<file path="src/rtl/bsg_relay_narrow.sv">
// rtl/bsg_relay_narrow.sv - width-narrowing valid/ready source stage for relay FIFO chains
// Optional last_o output enabled by defining BSG_RELAY_NARROW_LAST_EN.

`ifndef BSG_SAFE_CLOG2
`define BSG_SAFE_CLOG2(x) (((x) > 1) ? $clog2(x) : 1)
`endif

module bsg_relay_narrow #(
    parameter int width_p      = 32,
    parameter int els_p        = 2,
    parameter bit lsb_to_msb_p = 1'b1
) (
    input  logic                       clk_i,
    input  logic                       reset_n_i,
    output logic                       ready_o,
    input  logic [width_p-1:0]         data_i,
    input  logic                       v_i,
    output logic                       v_o,
    output logic [width_p/els_p-1:0]   data_o,
    input  logic                       ready_i
`ifdef BSG_RELAY_NARROW_LAST_EN
    , output logic                     last_o
`endif
);

    localparam int flit_w = width_p / els_p;
    localparam int cnt_w  = `BSG_SAFE_CLOG2(els_p);

    if (els_p < 1) begin : g_els_err
        $error("bsg_relay_narrow: els_p must be at least 1");
    end else if ((width_p % els_p) != 0) begin : g_width_err
        $error("bsg_relay_narrow: width_p must be a multiple of els_p");
    end

    logic [width_p-1:0] data_r;
    logic [cnt_w-1:0]   cnt_r;
    logic               full_r;
    logic [cnt_w-1:0]   sel;
    logic               last;

    assign last    = (cnt_r == cnt_w'(els_p - 1));
    assign v_o     = full_r;
    assign ready_o = reset_n_i & (~full_r | (ready_i & last));

`ifdef BSG_RELAY_NARROW_LAST_EN
    assign last_o = full_r & last;
`endif

    always_comb begin
        sel = cnt_r;
        if (!lsb_to_msb_p) begin
            sel = cnt_w'(els_p - 1) - cnt_r;
        end
        data_o = data_r[int'(sel) * flit_w +: flit_w];
    end

    // A word accepted on the same edge as the last flit departs overrides the clear.
    always_ff @(posedge clk_i) begin
        if (!reset_n_i) begin
            full_r <= 1'b0;
            cnt_r  <= '0;
            data_r <= '0;
        end else begin
            if (full_r && ready_i) begin
                if (last) begin
                    cnt_r  <= '0;
                    full_r <= 1'b0;
                end else begin
                    cnt_r <= cnt_r + cnt_w'(1);
                end
            end
            if (v_i && ready_o) begin
                data_r <= data_i;
                full_r <= 1'b1;
                cnt_r  <= '0;
            end
        end
    end

endmodule
</file>
<file path="config.mk">
export PLATFORM = sky130hd
export DESIGN_NAME = bsg_relay_narrow
export DESIGN_NICKNAME = d
export VERILOG_FILES = /design/src/rtl/bsg_relay_narrow.sv
export SDC_FILE = /design/constraint.sdc
export NUM_CORES = 1
export LEC_CHECK = 0
export CAP_MARGIN = 15
export CORE_AREA = 2 2 55 82
export DETAILED_ROUTE_END_ITERATION = 12
export DIE_AREA = 0 0 57 84
export HOLD_SLACK_MARGIN = 0.12
export MAX_ROUTING_LAYER = met4
export PLACE_DENSITY = 0.81
export SYNTH_ARGS = -nofsm -noshare
export SYNTH_HDL_FRONTEND = slang
export SYNTH_SLANG_ARGS = --single-unit
</file>
<file path="constraint.sdc">
create_clock -name clk_i -period 2.77 [get_ports clk_i]
set_input_delay 0.4155 -clock clk_i [delete_from_list [all_inputs] [get_ports clk_i]]
set_output_delay 0.4155 -clock clk_i [all_outputs]
set_load 0.05 [all_outputs]
</file>
==> impl_metrics.json, run 1 <==
{
  "dieArea_sq_mm": 0.00479,
  "syn_inst": 164,
  "ff_latch_area_sq_um": 681,
  "wire_per_inst_um": 11.2,
  "grt_util_all_layers": 0.138,
  "tns_ps": 0,
  "yosysUniqueCellTypes": 16,
  "avgSynthCellArea_sq_um": 9.61,
  "gp_congestion": 0.724,
  "antennaDiodeCount": 0,
  "path_delay_family": "buffers and inverters",
  "area_growth_pct": 41.1,
  "critical_path_buf_inv_count": 2,
  "max_slew_margin": 0.649,
  "drtPass1Iterations": 4,
  "cts_tree": "yes",
  "use_met3": 0.0388,
  "clock_latency_ps": 280,
  "post-route-drc-count": 0,
  "die_y_um": 84,
  "post_cts_buffers": 0,
  "hold_violations": 0,
  "grt_pass1_wl_um": 4960,
  "setup_viol": 0,
  "viasPerCell": 4.48,
  "path_max_fanout": 16,
  "postCtsHoldBufs": 0,
  "slowest_stage": "clkdlybuf4s50_1",
  "ios": 54,
  "peakVddDrop_mv": 0.332,
  "fin_ws_ps": 317,
  "pwr_density_cell_mw_per_mm2": 537,
  "use_met2": 0.232,
  "drive_gt1_frac": 0.140,
  "nFillCells": 384,
  "maxSlewViolCount": 0,
  "min_path_type": "reg2reg",
  "clkTransAtPathRegs_ps": 60,
  "ctsResizeCount": 0,
  "start_util": 0.381,
  "seq_area_frac_synth": 0.432,
  "grt_max_degree": 21,
  "antenna_found_initial": 0,
  "cp-start-kind": "flip-flop",
  "power_w": 0.00119,
  "path_cells": "buf_4, mux2_2, clkdlybuf4s50_1",
  "critPathKind": "reg2out",
  "fin_crit_ps": 2450,
  "synth.net_count": 200,
  "gr-total-overflow": 0,
  "drtIter0Drc": 9,
  "fmax_mhz": 408,
  "cts.path.max_buffers": 2,
  "required_ps": 2350,
  "status": "finished clean",
  "finalWirelength_um": 3000,
  "route.antenna.remaining_nets": 0,
  "post-dp-hpwl_um": 2250,
  "cpPeakStageDelay_ps": 710,
  "arrival_ps": 2040,
  "root_buffer": "clkbuf_8",
  "period_share": 0.886,
  "fin_nets": 256,
  "post-place-ws_ps": 610,
  "rsz0062_at_grt": "false",
  "fp-row-count": 29,
  "via_count": 1197,
  "cts_sinks": 34,
  "max-cap-violations": 0,
  "reg2reg_setup_slack_ps": 1250,
  "h-tree-depth": 2,
  "busiest_layer": "met2",
  "end_kind": "output pin",
  "dieWidth_um": 57,
  "ys_ff_latch": 34,
  "coreArea_sq_mm": 0.00414,
  "final_common_cell": "clkdlybuf4s50_1",
  "grtUsageMet1": 0.147,
  "tightest_slew_ps": 525,
  "fin_skew_ps": 2.90,
  "grt_pass1_vias": 1169,
  "cts-buffers-inserted": 5,
  "io_buffers": 53,
  "ys_warn_count": 0,
  "synth_area_sq_mm": 0.00158,
  "p_leak_nw": 0.979,
  "multi_input_area_sq_um": 696,
  "final_cell_mix": "clkdlybuf4s50_1 (52), dfxtp_1 (34), nand2_1 (33), inv_1 (32), mux2i_1 (32)"
}
==> cells in the mapped netlist (all sizes together) <==
cell    instances  share of area
mux2           16           0.11
nor3b           1         0.0048
dfxtp          34           0.43
a21boi          1          0.012
xor2            1         0.0056
clkbuf          2         0.0048
nor2b           2         0.0079
mux2i          32           0.20
buf             7          0.045
nand2          33          0.079
nor2            1         0.0071
inv            32          0.076
o21a            1         0.0048
a21oi           1         0.0032
==> sequential cells by signal (all words and copies together) (netlist names) <==
name    count
v_o         1
cnt_r       1
data_r     32
==> final cells by class <==
type	count	area share
flip-flops and latches	34	0.306
clock buffers	7	0.0388
repair buffers	58	0.260
multi-input cells	89	0.313
inverters	32	0.0540
well taps	46	0.0259
clock inverters	1	0.00225
==> kinds of logic after synthesis <==
group                  share of synthesized area
multiplexers                               0.318
AO/OA/AOI/OAI                             0.0199
AND/OR/NAND/NOR                           0.0985
flip-flops                                 0.432
buffers and inverters                      0.126
XOR/XNOR                                 0.00556
==> through the flow <==
stage	utilization	instance area, sq um	hold slack (ps)	std cells
2_1_floorplan	-	1580	431	164
3_3_place_gp	0.515	2130	440	259
3_5_place_dp	0.515	2130	447	259
4_1_cts	0.538	2220	459	267
5_1_grt	0.538	2220	473	267
6_report	0.538	2220	454	267
==> worst paths after layout <==
kind                            startpoint          to  cells after the start
worst max-delay path                 cnt_r   data_o[3]                      3
worst min-delay path             data_r[0]   data_r[0]                      2
worst max register to register       cnt_r  data_r[24]                      5
worst min register to register   data_r[0]   data_r[0]                      2
==> report_power, final <==
group	switching, W	internal [W]	leakage [nW]
Combinational	0.000147	0.000136	0.650
Clock	0.000166	0.000200	0.0482
Sequential	0.0000183	0.000526	0.280
Total	0.000332	0.000862	0.979
==> worst register-to-register path, delay by kind of cell, from the launching register on <==
family | cells | cell delay (ps)
compound gates | 1 | 100
buf+inv | 2 | 590
mux | 1 | 240
simple gates | 1 | 120
flops | 1 | 400
==> per-layer routing <==
metal / up-vias / wire length (um)
met3: 7 / 138
met5: - / 0
met2: 30 / 1580
li1: 620 / -
met4: 0 / 69
met1: 540 / 1210
Note: power is estimated with default switching activity, not from simulation.
==> run 2: changes to the inputs <==
- CELL_PAD_IN_SITES_DETAIL_PLACEMENT: unset -> 1
- CELL_PAD_IN_SITES_GLOBAL_PLACEMENT: unset -> 1
- CORE_AREA: 2 2 55 82 -> 2 2 58 87
- DIE_AREA: 0 0 57 84 -> 0 0 60 89
- PLACE_DENSITY: 0.81 -> 0.92
==> run 2 against run 1 <==
Against the previous run:
- clock skew rose by 2.5 ps
- routed wire length rose by 17%
- critical endpoint is now data_o[4]
- flip-flop and latch count did not move
- largest cell class unchanged
- register-to-register slack got worse by 100 ps
- count of clock-buffer cells in the layout did not move
- global-route usage rose by 0.81 points
- utilization fell by 4.5 points
- largest power group unchanged
- combinational power rose by 1%
- clock power fell by 7.9%
==> impl_metrics.json, run 2 (synthesized netlist as in run 1, its figures left out) <==
{
  "startpoint": "cnt_r",
  "r2r_start": "cnt_r",
  "final_common_cell": "clkdlybuf4s50_1",
  "clock_latency_ps": 270,
  "grt_util_all_layers": 0.146,
  "pwr_density_cell_mw_per_mm2": 522,
  "route.antenna.remaining_nets": 0,
  "path_cells": "buf_4, mux2_2, clkdlybuf4s50_1",
  "setup_viol": 0,
  "post-route-drc-count": 0,
  "nFillCells": 524,
  "use_met3": 0.0347,
  "critPathKind": "reg2out",
  "ios": 54,
  "min_from": "data_r[26]",
  "final_cell_mix": "clkdlybuf4s50_1 (52), dfxtp_1 (34), nand2_1 (33), inv_1 (32), mux2i_1 (32)",
  "tightest_slew_ps": 509,
  "fp-row-count": 30,
  "peakVddDrop_mv": 0.294,
  "hold_violations": 0,
  "drtIter0Drc": 8,
  "post-dp-hpwl_um": 2640,
  "cp-start-kind": "flip-flop",
  "use_met2": 0.247,
  "post-place-ws_ps": 637,
  "cts-buffers-inserted": 5,
  "h-tree-depth": 2,
  "busiest_layer": "met2",
  "coreArea_sq_mm": 0.00454,
  "fin_util": 0.493,
  "wire_per_inst_um": 12.3,
  "fmax_mhz": 412,
  "viasPerCell": 4.26,
  "path_max_fanout": 14,
  "start_util": 0.347,
  "arrival_ps": 2010,
  "p_leak_nw": 0.974,
  "fin_skew_ps": 5.39,
  "min_path_type": "reg2reg",
  "end_kind": "output pin",
  "root_buffer": "clkbuf_8",
  "clkTransAtPathRegs_ps": 70,
  "maxSlewViolCount": 0,
  "slowest_stage": "clkdlybuf4s50_1",
  "fin_nets": 257,
  "multi_input_area_sq_um": 696,
  "post_cts_buffers": 0,
  "grt_pass1_wl_um": 5640,
  "area_growth_pct": 42.1,
  "cts_sinks": 34,
  "cpPeakStageDelay_ps": 700,
  "gp_congestion": 0.703,
  "postCtsHoldBufs": 0,
  "required_ps": 2350,
  "grtUsageMet1": 0.161,
  "grt_pass1_vias": 1260,
  "max_slew_margin": 0.659,
  "dieWidth_um": 60,
  "largest_reg_flops": 32,
  "dieArea_sq_mm": 0.00534,
  "io_buffers": 53,
  "die_y_um": 89,
  "final-instance-count-excl-fill": 285,
  "ff_latch_area_sq_um": 681,
  "dpl.cell_count": 278,
  "gr-total-overflow": 0,
  "drive_gt1_frac": 0.136,
  "ctsResizeCount": 0,
  "grt_max_degree": 21,
  "tns_ps": 0,
  "antennaDiodeCount": 0,
  "cts.path.max_buffers": 2,
  "regMostFlops": "data_r",
  "via_count": 1215,
  "fin_crit_ps": 2430,
  "cts_tree": "yes",
  "period_share": 0.876,
  "fin_ws_ps": 344,
  "max-cap-violations": 0,
  "finalWirelength_um": 3510,
  "antenna_found_initial": 0,
  "drtPass1Iterations": 4,
  "status": "finished clean",
  "rsz0062_at_grt": "false"
}
-- run 2: cell types whose count changed in the layout (fill, tap and decap cells not counted) --
cell / change
buf_4: +1
clkinv_2: -1
clkbuf_8: -1
clkbuf_1: +1
-- run 2: final timing paths --
kind	endpoint	slack (ps)	cells past startpoint
hold reg to reg	data_r[26]	460	2
setup / recovery	data_o[4]	340	3
hold / removal	data_r[26]	460	2
setup reg to reg	data_r[22]	1150	6
-- run 2: worst max-delay path, delay by kind of cell, from the launching register on --
kind                   cells  cell delay, ps
flip-flops                 1             390
multiplexers               1             370
buffers and inverters      2             970
-- run 2: routing by layer --
| metal | share of wire | wire length (um) |
|---|---|---|
| met5 | 0 | 0 |
| met3 | 0.031 | 109 |
| met1 | 0.43 | 1490 |
| met2 | 0.53 | 1860 |
| met4 | 0.011 | 40 |
-- run 2: cell type report --
type                    count  area share
repair buffers             59       0.262
inverters                  32      0.0537
clock buffers               7      0.0341
well taps                  64      0.0358
flip-flops and latches     34       0.304
multi-input cells          89       0.311
-- run 2: metrics by stage --
stage	instance area [sq um]	hold slack (ps)	total power, W
6_report	2240	458	0.00117
5_1_grt	2240	481	0.00123
4_1_cts	2240	461	0.00119
3_5_place_dp	2160	447	0.000846
3_3_place_gp	2160	442	0.000840
2_1_floorplan	1580	431	0.000733
-- run 2: where the power goes --
| part | leakage (nW) | internal [W] | switching, W |
|---|---|---|---|
| combinational | 0.655 | 0.000137 | 0.000150 |
| sequential | 0.280 | 0.000526 | 0.0000193 |
| clock | 0.0383 | 0.000173 | 0.000164 |
==> run 3: changes to the inputs <==
- CTS_CLUSTER_SIZE: unset -> 14
==> results of run 3 <==
No change in the layout: final DEF, timing and power equal those of run 2.
